===== config.mk =====
export PLATFORM = sky130hd
export DESIGN_NAME = vga_timing_gen
export DESIGN_NICKNAME = d
export VERILOG_FILES = /design/src/rtl/vga_pkg.sv /design/src/rtl/vga_delay_line.sv /design/src/rtl/vga_timing_gen.sv
export SDC_FILE = /design/constraint.sdc
export NUM_CORES = 1
export LEC_CHECK = 0
export ABC_AREA = 1
export BUFFER_PORTS_ARGS = -buffer_cell sky130_fd_sc_hd__buf_2
export CAP_MARGIN = 10
export CELL_PAD_IN_SITES_DETAIL_PLACEMENT = 1
export CELL_PAD_IN_SITES_GLOBAL_PLACEMENT = 2
export CORE_AREA = 3 3 96 98
export CTS_BUF_LIST = sky130_fd_sc_hd__clkbuf_2
export DETAILED_ROUTE_END_ITERATION = 7
export DIE_AREA = 0 0 99 101
export PLACE_DENSITY_LB_ADDON = 0.1
export REMOVE_ABC_BUFFERS = 1
export SLEW_MARGIN = 20
export SYNTH_ARGS = -nofsm -noshare
export SYNTH_HDL_FRONTEND = slang
export SYNTH_SLANG_ARGS = --single-unit

===== constraint.sdc =====
create_clock -name clk -period 1.57 [get_ports clk]
set_input_delay 0 -clock clk [delete_from_list [all_inputs] [get_ports clk]]
set_output_delay 0 -clock clk [all_outputs]
set_load 0.01 [all_outputs]

===== src/rtl/vga_pkg.sv =====
// Shared constants and types for the VGA timing block: default 800x600@72
// geometry, coordinate width and the payload carried down the sync pipeline.
package vga_pkg;

  localparam int COORD_W   = 11;
  localparam int COORD_MAX = (1 << COORD_W) - 1;

  localparam int DEF_H_ACTIVE = 800;
  localparam int DEF_H_FP     = 56;
  localparam int DEF_H_SYNC   = 120;
  localparam int DEF_H_BP     = 64;
  localparam int DEF_V_ACTIVE = 600;
  localparam int DEF_V_FP     = 37;
  localparam int DEF_V_SYNC   = 6;
  localparam int DEF_V_BP     = 23;

  typedef struct packed {
    logic hs;
    logic vs;
    logic iv;
  } sync_t;

  // True when v lies in [lo, lo+len-1].
  function automatic logic in_range(input logic [COORD_W-1:0] v, input int lo, input int len);
    return (int'(v) >= lo) && (int'(v) < lo + len);
  endfunction

endpackage


===== src/rtl/vga_delay_line.sv =====
// Clock-enabled shift pipeline with a reset load value; DEPTH=0 is a plain wire.
module vga_delay_line #(
  parameter int            DEPTH = 1,
  parameter int            W     = 1,
  parameter logic [W-1:0]  INIT  = '0
) (
  input  logic         clk,
  input  logic         rst,
  input  logic         ce,
  input  logic [W-1:0] d,
  output logic [W-1:0] q
);

  if (DEPTH == 0) begin : g_wire
    assign q = d;
  end else begin : g_pipe
    logic [DEPTH-1:0][W-1:0] stg;

    always_ff @(posedge clk) begin
      if (rst) begin
        stg <= {DEPTH{INIT}};
      end else if (ce) begin
        stg[0] <= d;
        for (int i = 1; i < DEPTH; i++) stg[i] <= stg[i-1];
      end
    end

    assign q = stg[DEPTH-1];
  end

endmodule


===== src/rtl/vga_timing_gen.sv =====
// VGA raster timing: x/y counters, strobes, frame counter, and sync/colour
// outputs delayed to line up with a pixel source of PIX_LAT cycles latency.
module vga_timing_gen
  import vga_pkg::*;
#(
  parameter int H_ACTIVE = DEF_H_ACTIVE,
  parameter int H_FP     = DEF_H_FP,
  parameter int H_SYNC   = DEF_H_SYNC,
  parameter int H_BP     = DEF_H_BP,
  parameter int V_ACTIVE = DEF_V_ACTIVE,
  parameter int V_FP     = DEF_V_FP,
  parameter int V_SYNC   = DEF_V_SYNC,
  parameter int V_BP     = DEF_V_BP,
  parameter bit H_POL    = 1'b1,
  parameter bit V_POL    = 1'b1,
  parameter int PIX_LAT  = 1,
  parameter int COLOR_W  = 6
) (
  input  logic               clk,
  input  logic               rst,
  input  logic               pix_ce,
  output logic [COORD_W-1:0] x,
  output logic [COORD_W-1:0] y,
  output logic               in_view,
  output logic               line_start,
  output logic               frame_start,
  output logic [15:0]        frame_cnt,
  input  logic [COLOR_W-1:0] pixel_in,
  output logic [COLOR_W-1:0] rgb_out,
  output logic               hsync,
  output logic               vsync
);

  localparam int H_TOTAL = H_ACTIVE + H_FP + H_SYNC + H_BP;
  localparam int V_TOTAL = V_ACTIVE + V_FP + V_SYNC + V_BP;

  if (H_TOTAL > COORD_MAX || V_TOTAL > COORD_MAX) begin : g_total_chk
    $error("vga_timing_gen: H_TOTAL or V_TOTAL does not fit the coordinate width");
  end
  if (PIX_LAT < 0 || PIX_LAT > 4) begin : g_lat_chk
    $error("vga_timing_gen: PIX_LAT must be in 0..4");
  end

  // Inactive pipeline payload, loaded on reset so no stale sync leaks out.
  localparam sync_t IDLE = '{hs: ~H_POL, vs: ~V_POL, iv: 1'b0};

  logic x_wrap, y_wrap;

  assign x_wrap = (x == COORD_W'(H_TOTAL - 1));
  assign y_wrap = (y == COORD_W'(V_TOTAL - 1));

  always_ff @(posedge clk) begin
    if (rst) begin
      x         <= '0;
      y         <= '0;
      frame_cnt <= '0;
    end else if (pix_ce) begin
      if (x_wrap) begin
        x <= '0;
        if (y_wrap) begin
          y         <= '0;
          frame_cnt <= frame_cnt + 16'd1;
        end else begin
          y <= y + 1'b1;
        end
      end else begin
        x <= x + 1'b1;
      end
    end
  end

  logic  hs_act, vs_act;
  sync_t cur, dly;

  assign hs_act  = in_range(x, H_ACTIVE + H_FP, H_SYNC);
  assign vs_act  = in_range(y, V_ACTIVE + V_FP, V_SYNC);
  assign in_view = (x < COORD_W'(H_ACTIVE)) && (y < COORD_W'(V_ACTIVE));

  assign cur.hs = hs_act ? H_POL : ~H_POL;
  assign cur.vs = vs_act ? V_POL : ~V_POL;
  assign cur.iv = in_view;

  assign line_start  = pix_ce && (x == '0);
  assign frame_start = pix_ce && (x == '0) && (y == '0);

  vga_delay_line #(
    .DEPTH (PIX_LAT),
    .W     ($bits(sync_t)),
    .INIT  (IDLE)
  ) u_dly (
    .clk (clk),
    .rst (rst),
    .ce  (pix_ce),
    .d   (cur),
    .q   (dly)
  );

  assign hsync   = dly.hs;
  assign vsync   = dly.vs;
  assign rgb_out = dly.iv ? pixel_in : '0;

endmodule


==> results of run 1 <==
-- state kept, by name, indices dropped and copies added, names as in the netlist --
name       cells
x             11
frame_cnt     16
u_dly.q        3
y             11
-- layer usage --
metal / up-vias / share of wire / routed length [um] / GRT usage
met5: - / 0 / 0 / 0
met4: 0 / 0.010 / 82 / 0.0378
met3: 8 / 0.032 / 259 / 0.0270
met2: 41 / 0.47 / 3830 / 0.288
met1: 1255 / 0.49 / 3950 / 0.231
li1: 1406 / - / - / -
-- power groups by stage --
| stage | combinational [uW] | clock [uW] | sequential [uW] |
|---|---|---|---|
| after floorplan | 47.2 | 0 | 1080 |
| final | 157 | 514 | 1060 |
| after CTS | 160 | 546 | 1060 |
| after global routing | 175 | 574 | 1070 |
| after global placement | 131 | 0 | 1080 |
| after detailed placement | 134 | 0 | 1080 |
-- logic make-up (layout without fill, tap and decap cells) --
logic type               after synthesis  in the layout  share of synthesized area
AND/OR/NAND/NOR                      223            223                      0.409
AO/OA/AOI/OAI                         39             39                     0.0959
buffers and inverters                 59            167                     0.0994
flip-flops                            41             41                      0.328
adder cells (fa/ha/maj)                6              6                     0.0300
XOR/XNOR                              11             11                     0.0385
-- what timing repair did --
item,4_1_cts,5_1_grt
resized for setup,24,18
endpoints found under the hold margin,12,0
pin swaps,6,6
hold buffers,2,0
setup endpoints to repair,24,34
buffers inserted,3,1
-- worst reg2reg max path, delay by kind of cell (launching register included) --
kind | cells | cell delay, ns
buffers and inverters | 1 | 0.17
and+or+nand+nor | 6 | 0.71
adders and majority gates | 1 | 0.20
DFF | 1 | 0.40
-- worst max path at each step --
stage          depth (start not counted)      endpoint  start
2_1_floorplan                          7          y[2]   x[0]
3_3_place_gp                           9  frame_cnt[2]   x[0]
3_5_place_dp                           9  frame_cnt[2]   x[0]
4_1_cts                                8   frame_start   x[1]
5_1_grt                                8   frame_start   x[1]
6_report                               6   frame_start   x[4]
-- per-stage QoR --
step | hold WS, ns | area (um2)
floorplan | 0.0624 | 2450
global placement | 0.265 | 3200
detailed placement | 0.270 | 3200
CTS | 0.183 | 3360
global route | 0.227 | 3410
finish | 0.202 | 3410
-- layout make-up --
cell class / instances / area, um2 / area share
Timing Repair Buffer: 106 / 678 / 0.199
Inverter: 53 / 204 / 0.0599
Clock buffer: 6 / 30.0 / 0.00882
Sequential cell: 41 / 830 / 0.244
Tap cell: 108 / 135 / 0.0397
Multi-Input combinational cell: 279 / 1510 / 0.445
Clock inverter: 2 / 15.0 / 0.00441
-- cells in the final DEF, fill, tap and decap left out, types with 7 or more instances in the layout --
cell     count
nor2_2      10
nand3_1     22
dfxtp_2      7
xor2_1       9
nor2_1      46
buf_4       44
dfxtp_1     34
nand4_1      9
a21oi_1     15
buf_2       57
nand2_1     99
inv_1       45
nand2_2     12
a21oi_2      9
o21ai_0      8
==> summary.md, run 1 <==
| Metric | Value |
|---|---|
| Clock skew | 0.0319 ns |
| Combinational power share | 0.090 |
| FF+latch count, synth | 41 |
| Die area | 0.0100 mm2 |
| Largest area contributor in the netlist | dfxtp_1 |
| Worst Setup End Kind | output port |
| Pint | 1240 uW |
| Seq pwr share | 0.613 |
| Rows | 34 |
| Latest clock arrival within the worst-skew pair | 0.43 ns |
| Pre-CTS WS | -0.00655 ns |
| Number of global-route vias before repair | 2,788 |
| Final total power | about 1700 uW |
| Number of synthesized flops with an enable pin | 0 |
| Register area share after synthesis | 0.328 |
| # setup viols final | 5 |
| Setup TNS | -0.0730 ns |
| Crit path DAT | 1.64 ns |
| Slowest stage cell, crit path | dfxtp_1 |
| Clock-pin slew on the worst setup and hold paths | 0.26 ns |
| Post-synth top cells | 102 x nand2_1, 53 x nor2_1, 50 x inv_1 |
| Register-to-Register Path Depth | 8 |
| Worst Setup Start Kind | flip-flop |
| Asr flop ratio synth | 0 |
| I/O pin count | 58 |
| Max-slew headroom | 0.781 |
| Critical path, cell by cell | nor2_2 > inv_2 > nor2_4 > nand4_1 > nor2_1 > buf_2 |
| Synth Flop Type | dfxtp_1 |
| DPL Wire Length | around 6.4 mm |
| Ant diodes | 0 |
| Most numerous cell in the Yosys netlist | nand2_1 |
| Deepest clock path buffer count | 2 |
| Clock power share | 0.297 |
| GRT Total Usage | 0.171 |
| Final hold vios | 0 |
| Max stage delay on crit path | 0.38 ns |
| Vias per inst | 4.55 |
| Setup CP Type | reg -> out |
| Port Buffers | 57 |
| Avg Cell Area, Syn | 6.61 um2 |
| P&R area growth vs syn | 36.0% |
| Fmax | between 600 and 700 MHz |
| Num CTS Buffers | 5 |
| Total grt overflow | 0 |
| Avg WL per Cell | 13.7 um |
| Final Cycle Share | 1.04 |
| Yosys Warn Count | 0 |
| DRT iter0 DRCs | 62 |
| Initial core utilization | 0.293 |
| CTS H-tree lvls | 2 |
| Failing checks | setup timing |
| Clock sink count | slightly above 40 |
| Pwr/cell area | 509 mW/mm2 |
| Peak VDD IR | 0.237 mV |
| Setup repair after global routing missed its margin | yes |
| Die W | 99 um |
| Layout net count | 501 |
| Fillers | 1,175 |
| Slew @ Worst Pin | about 0.33 ns |
| Hold/Removal Path Class | in -> reg |
| Final WS setup | -0.0654 ns |
| Req. time, crit path | between 1.5 and 2 ns |
| Max cap viols | 0 |
| Buf+Inv Stages, Crit Path | 2 |
| Hold endpoint | frame_cnt[2] |
| Routability-driven placement congestion ratio | 0.759 |
| Global-route wire length before repair | 13.9 mm |
| Fin crit period | between 1.5 and 2 ns |
| Delay-heaviest family, CP | simple AND/OR/NAND/NOR gates |
| Worst-path fanout max | 3 |
| Reg-to-reg startpoint | x[0] |
| CTS tree | built |
| Synth unique cells | 33 |
| CTS root buf | clkbuf_2 |
| Drc violations | 0 |
| Fraction of layout cells with a size suffix above 1 | 0.359 |
| Sw Share | 0.286 |
| Reg2reg end | y[2] |
| Cell count after placement | 581 |
| Top cells by area, synth | dfxtp_1 33%, nand2_1 15%, nor2_1 7.9% |
| Util after Layout | 0.398 |
| Via Count | ~2,700 |
| Antenna violations before repair | 0 |
| Hold path start | pix_ce |
| Die H | ~100 um |
| Synth Instances | roughly 380 |
| Routed WL | 8.12 mm |
| Largest net degree at the start of global routing | 15 |
| Non-Filler Instances | 595 |
| Hold Crit Depth | 7 |
| Pins Over Slew Limit | 0 |
| DR pass1 iterations | 4 |
| Status | finished with violations |
| Leakage | 0.00164 uW |
| P_sw | 496 uW |
| Antenna-violating nets left | 0 |
| Flop2flop setup slack | -0.01 ns |
| Top cell type's share of synthesized area | 0.328 |
| Core area | 0.00855 mm2 |
| Post-synthesis cell area | 0.00250 mm2 |
Note: power is estimated with default switching activity, not from simulation.
==> run 2: changes to the inputs <==
--- a/config.mk
+++ b/config.mk
@@ -10,10 +10,10 @@
 export CAP_MARGIN = 10
 export CELL_PAD_IN_SITES_DETAIL_PLACEMENT = 1
 export CELL_PAD_IN_SITES_GLOBAL_PLACEMENT = 2
-export CORE_AREA = 3 3 96 98
-export CTS_BUF_LIST = sky130_fd_sc_hd__clkbuf_2
+export CORE_AREA = 3 3 97 99
+export CTS_BUF_LIST = sky130_fd_sc_hd__clkbuf_4 sky130_fd_sc_hd__clkbuf_8 sky130_fd_sc_hd__clkbuf_16
 export DETAILED_ROUTE_END_ITERATION = 7
-export DIE_AREA = 0 0 99 101
+export DIE_AREA = 0 0 100 102
 export PLACE_DENSITY_LB_ADDON = 0.1
 export REMOVE_ABC_BUFFERS = 1
 export SLEW_MARGIN = 20
==> run 2 against run 1 <==
Against the previous run:
- the run now ends clean
- via count up 0.11%
- non-clock buffer count down 2
- critical path depth up 2
- clock skew down 0.024 ns
- largest cell class unchanged
==> summary.md, run 2 (synthesis gave the netlist of run 1 again) <==
| Metric | Value |
|---|---|
| Pint | 1610 uW (+30%) |
| Commonest non-fill, non-tap cell in the layout | nand2_1 |
| Req. time, crit path | 1.76 ns (+0.19 ns) |
| Peak VDD IR | 0.281 mV (+18%) |
| Rows | 34 (unchanged) |
| Regs by FF count | frame_cnt (16), x (11), y (11) |
| Slew @ Worst Pin | 0.313 ns (-0.0150 ns) |
| Max stage delay on crit path | 0.38 ns (about the same) |
| Hold path start | rst |
| Fillers | 1,160 (-1.3%) |
| # setup viols final | 0 (-5) |
| Worst Setup End Kind | flip-flop |
| Antenna violations before repair | 0 (unchanged) |
| Multi-input gate area | 0.00151 mm2 (about the same) |
| Fin crit period | 1.50 ns (-0.136 ns) |
| Initial core utilization | 0.290 (-0.00289) |
| Die H | 102 um (+0.99%) |
| Register Area | 826 um2 (-0.45%) |
| CTS H-tree lvls | 2 (unchanged) |
| Clock skew | 0.00820 ns (-0.0237 ns) |
| Setup TNS | 0 ns (+0.0730 ns) |
| Port Buffers | 57 (unchanged) |
| Vias per inst | 4.58 (+0.45%) |
| Final total power | 2110 uW (+22%) |
| Via Count | 2,713 (+0.11%) |
| Hold endpoint | x[5] |
| Max reg flops | 16 (unchanged) |
| Avg WL per Cell | 13.7 um (+0.15%) |
| GRT Total Usage | 0.161 (-0.0106) |
| Core area | 0.00864 mm2 (+1.0%) |
| Max-slew headroom | 0.791 (+0.00998) |
| Fmax | 667 MHz (+9.0%) |
| Worst-path fanout max | 9 (+6) |
| Slowest stage cell, crit path | dfxtp_4 |
| Final Cycle Share | 0.955 (-0.0864) |
| Combinational power share | 0.075 (-0.015) |
| Clock power share | 0.423 (+0.126) |
| CTS root buf | clkbuf_8 |
| Hold/Removal Path Class | in -> reg |
| Hold_ws | 0.0636 ns (-0.138 ns) |
| Status | complete, no violations |
| Final WS setup | 0.0703 ns (+0.136 ns) |
| Post-CTS Hold Buffers | 0 (-2) |
| DPL Wire Length | 6.29 mm (-1.1%) |
| Max cap viols | 0 (unchanged) |
| Clock-pin slew on the worst setup and hold paths | 0.09 ns (-0.17 ns) |
| Antenna-violating nets left | 0 (unchanged) |
| Setup repair after global routing missed its margin | yes |
| Fraction of layout cells with a size suffix above 1 | 0.346 (-0.0130) |
| Reg2reg end | y[2] |
| Die area | 0.0102 mm2 (+2.0%) |
| Reg-to-reg startpoint | x[0] |
| Die W | 100 um (+1.0%) |
| Sw Share | 0.237 (-0.0493) |
| Worst Setup Start Kind | flip-flop |
| Largest net degree at the start of global routing | 15 (unchanged) |
| Register-to-Register Path Depth | 8 (unchanged) |
| Total grt overflow | 0 (unchanged) |
| Ant diodes | 0 (unchanged) |
| Routed WL | 8.11 mm (-0.18%) |
| Pwr/cell area | 613 mW/mm2 (+20%) |
| CTS tree | built |
| Number of global-route vias before repair | 2,605 (-6.6%) |
| Final hold vios | 0 (unchanged) |
| Most frequent cells in the layout | 100 x nand2_1, 57 x buf_2, 46 x inv_1 |
| Global-route wire length before repair | 13.1 mm (-5.8%) |
| Routability-driven placement congestion ratio | 0.737 (-2.9%) |
| Pre-CTS WS | -0.0125 ns (-0.00590 ns) |
| Pins Over Slew Limit | 0 (unchanged) |
| Num CTS Buffers | 5 (unchanged) |
| P_sw | 500 uW (+0.81%) |
| Layout net count | 499 (-0.40%) |
| Flop2flop setup slack | 0.07 ns (+0.08 ns) |
| DR pass1 iterations | 4 (unchanged) |
| Drc violations | 0 (unchanged) |
| Deepest clock path buffer count | 2 (unchanged) |
| Crit path DAT | 1.69 ns (+0.05 ns) |
| Seq pwr share | 0.502 (-0.111) |
| Leakage | 0.00164 uW (+0.13%) |
| Clock sink count | 41 (unchanged) |
| Critical path, cell by cell | ha_4 > nand3_2 > nor2_2 > nand2_4 > nor2_8 > nor2_1 > buf_4 > and3_1 |
| DRT iter0 DRCs | 83 (+34%) |
| Biggest register | frame_cnt |
| P&R area growth vs syn | 37.6% |
| Hold Crit Depth | 2 (-5) |
| Setup CP Type | reg -> reg |
| I/O pin count | 58 (unchanged) |
| Latest clock arrival within the worst-skew pair | 0.30 ns (-0.13 ns) |
==> run 2: changes by cell type in the layout (fill, tap and decap cells not counted), moves of 5 or more <==
| cell | delta |
|---|---|
| clkbuf_2 | -6 |
| clkbuf_8 | +5 |
| dfxtp_1 | +5 |
| dfxtp_2 | -6 |
==> run 2: worst max-delay path, delay by kind of cell (launching register included) <==
kind	cells	cell delay (ns)
fa+ha+maj	1	0.14
simple gates	6	0.70
flops	1	0.38
buf+inv	1	0.17
==> run 2: how the worst max path moves through the flow <==
stage,end,start,cells after the start,slack (ns)
after floorplan,y[2],x[0],7,-0.003
after global placement,frame_cnt[2],x[0],9,0.05
after detailed placement,frame_cnt[2],x[0],9,-0.01
after CTS,frame_cnt[2],x[0],9,0.01
after global routing,frame_cnt[2],x[0],9,-0.03
final,y[2],x[0],8,0.07
==> run 2: cell type report <==
cell class | count | share of cell area
Clock buffer | 6 | 0.0221
Clock inverter | 2 | 0.0113
Inverter | 53 | 0.0592
Multi-Input combinational cell | 279 | 0.439
Sequential cell | 41 | 0.240
Tap cell | 108 | 0.0392
Timing Repair Buffer | 104 | 0.190
==> run 2: routing by layer <==
metal | GRT usage | wire length [um]
met1 | 0.231 | 4000
met2 | 0.255 | 3770
met3 | 0.0253 | 281
met4 | 0.0342 | 53
met5 | 0 | 0
==> run 2: stage by stage <==
stage | area (um2) | std cells | utilization
after floorplan | 2450 | 373 | -
final | 3450 | 593 | 0.399
after global routing | 3450 | 593 | 0.399
after detailed placement | 3190 | 580 | 0.369
after global placement | 3190 | 580 | 0.369
after CTS | 3330 | 588 | 0.386
==> run 2: power groups by stage <==
stage / sequential, uW / combinational (uW) / clock, uW
after floorplan: 1080 / 47.2 / 0
after detailed placement: 1080 / 132 / 0
after global placement: 1080 / 129 / 0
final: 1060 / 158 / 895
after global routing: 1060 / 174 / 985
after CTS: 1060 / 140 / 935
==> run 2: repair_timing <==
item,4_1_cts,5_1_grt
setup endpoints to repair,13,36
setup buffers,0,5
gates resized for setup,10,24
pin swaps,3,10
==> run 3: changes to the inputs <==
==> constraint.sdc (replaced) <==
create_clock -name clk -period 1.57 [get_ports clk]
set_input_delay 0 -clock clk [delete_from_list [all_inputs] [get_ports clk]]
set_output_delay 0 -clock clk [all_outputs]
set_load 0.005 [all_outputs]
==> run 3 against run 2 <==
Against the previous run:
- sequential power barely moved
- worst hold slack is essentially flat
- maximum frequency down 0.32%
- die area is the same
- clock power hardly changed
- combinational power down 9%
- clock skew about the same
- sequential cell count unchanged
- core utilization is 0.26 points lower
- critical endpoint unchanged
- largest cell class unchanged
==> summary.md, run 3 (synthesis gave the netlist of run 1 again) <==
| Metric | Value |
|---|---|
| Port Buffers | 57 (unchanged) |
| Max-slew headroom | 0.775 (-0.0161) |
| DRT iter0 DRCs | 69 (-17%) |
| Pwr/cell area | 613 mW/mm2 (about the same) |
| P&R area growth vs syn | 36.7% |
| Via Count | 2,713 (unchanged) |
| Setup repair after global routing missed its margin | yes |
| Biggest register | frame_cnt |
| Deepest clock path buffer count | 2 (unchanged) |
| Clock sink count | 41 (unchanged) |
| Most frequent cells in the layout | 100 x nand2_1, 57 x buf_2, 46 x inv_1 |
| Clock-pin slew on the worst setup and hold paths | 0.09 ns (about the same) |
| Antenna-violating nets left | 0 (unchanged) |
| Ant diodes | 0 (unchanged) |
| Non-Filler Instances | 591 (-0.34%) |
| Final total power | 2100 uW (-0.72%) |
| Clock skew | 0.00791 ns (-0.000289 ns) |
| Drc violations | 0 (unchanged) |
| Req. time, crit path | 1.76 ns (about the same) |
| Number of global-route vias before repair | 2,598 (-0.27%) |
| Die area | 0.0102 mm2 (unchanged) |
| Status | complete, no violations |
| DR WL met3 | 260 um (-7.5%) |
| Total grt overflow | 0 (unchanged) |
| Worst Setup Start Kind | flip-flop |
| Core area | 0.00864 mm2 (unchanged) |
| Max reg flops | 16 (unchanged) |
| Commonest non-fill, non-tap cell in the layout | nand2_1 |
| Die W | 100 um (unchanged) |
| DPL Wire Length | 6.29 mm (unchanged) |
| Max cap viols | 0 (unchanged) |
| Global-route wire length before repair | 13.1 mm (-0.21%) |
| GRT Total Usage | 0.160 (-0.000286) |
| Crit path DAT | 1.70 ns (about the same) |
| # setup viols final | 0 (unchanged) |
| Pins Over Slew Limit | 0 (unchanged) |
| Initial core utilization | 0.290 (unchanged) |
| Worst Setup End Kind | flip-flop |
| Num CTS Buffers | 5 (unchanged) |
| Final hold vios | 0 (unchanged) |
| Die H | 102 um (unchanged) |
| Largest net degree at the start of global routing | 15 (unchanged) |
| Vias per inst | 4.59 (+0.34%) |
| Fin crit period | 1.50 ns (+0.00484 ns) |
| Worst-path fanout max | 9 (unchanged) |
| Final Cycle Share | 0.958 (+0.00309) |
| DR pass1 iterations | 4 (unchanged) |
| Highest Signal Layer | met4 |
| Rows | 34 (unchanged) |
| Routed WL | 8.07 mm (-0.46%) |
| Fraction of layout cells with a size suffix above 1 | 0.342 (-0.00478) |
| Setup TNS | 0 ns (unchanged) |
| Fmax | 665 MHz (-0.32%) |
| CTS tree | built |
| I/O pin count | 58 (unchanged) |
| Leakage | 0.00163 uW (-0.72%) |
| CTS H-tree lvls | 2 (unchanged) |
| Latest clock arrival within the worst-skew pair | 0.30 ns (about the same) |
| Cell count after placement | 580 (unchanged) |
| DR WL met2 | 3.74 mm (-0.88%) |
| CTS root buf | clkbuf_8 |
| Peak VDD IR | 0.281 mV (about the same) |
| Slew @ Worst Pin | 0.334 ns (+0.0215 ns) |
| Antenna violations before repair | 0 (unchanged) |
| Regs by FF count | frame_cnt (16), x (11), y (11) |
| Post-CTS Hold Buffers | 0 (unchanged) |
| Avg WL per Cell | 13.7 um (-0.12%) |
| Setup CP Type | reg -> reg |
| WL met1 | 4.02 mm (+0.45%) |
| Hold/Removal Path Class | in -> reg |
| Layout net count | 497 (-0.40%) |
| Routability-driven placement congestion ratio | 0.737 (unchanged) |
==> run 3: changes by cell type in the layout (fill, tap and decap cells not counted) <==
cell,before,now
nor2_1,44,43
o21ai_0,9,10
buf_4,44,42
nor3_1,6,8
nor2_2,12,13
o21ai_1,1,0
nor3_2,2,0
==> run 3: per-stage QoR <==
step                hold WS (ns)  area, um2  setup WS [ns]   util
finish                    0.0637       3420         0.0654  0.396
floorplan                 0.0624       2450         0.0430      -
CTS                       0.0599       3320        0.00828  0.385
detailed placement         0.253       3190        -0.0125  0.369
global route              0.0720       3420        -0.0323  0.396
global placement           0.246       3190         0.0460  0.369
==> run 3: final timing paths <==
path	start	endpoint	slack, ns	cells past startpoint
min	rst	x[5]	0.06	2
max reg2reg	x[0]	y[2]	0.07	8
min reg2reg	frame_cnt[3]	frame_cnt[3]	0.52	2
max	x[0]	y[2]	0.07	8
==> run 3: area by class of cell <==
cell class	instances	area (um2)
Clock buffer	6	76.3
Fill cell	1162	5210
Clock inverter	2	38.8
Sequential cell	41	826
Timing Repair Buffer	102	638
Tap cell	108	135
Inverter	53	204
Multi-Input combinational cell	279	1510
==> run 3: report_power, final <==
part           leakage, uW  switching, uW  total [uW]  internal, uW
logic              0.00124           80.3         144          63.5
registers         0.000332           11.6        1060          1050
clock network    0.0000588            398         894           495
total              0.00163            490        2100          1610
==> run 3: timing repair <==
action	4_1_cts	5_1_grt
gates resized for setup	9	23
buffers inserted	0	3
pin swaps	3	8
setup endpoints to repair	13	35
==> run 3: routing by layer <==
| metal | track usage | up-vias |
|---|---|---|
| met2 | 0.254 | 41 |
| met4 | 0.0342 | 0 |
| met5 | 0 | - |
| li1 | - | 1398 |
| met3 | 0.0253 | 5 |
| met1 | 0.230 | 1269 |
==> run 3: critical path, stage by stage, from the launching register on <==
cell,delay (ns)
dfxtp_4,0.38
ha_4,0.14
nand3_2,0.08
nor2_2,0.14
nand2_4,0.14
nor2_8,0.15
nor2_1,0.05
buf_4,0.18
and3_1,0.14
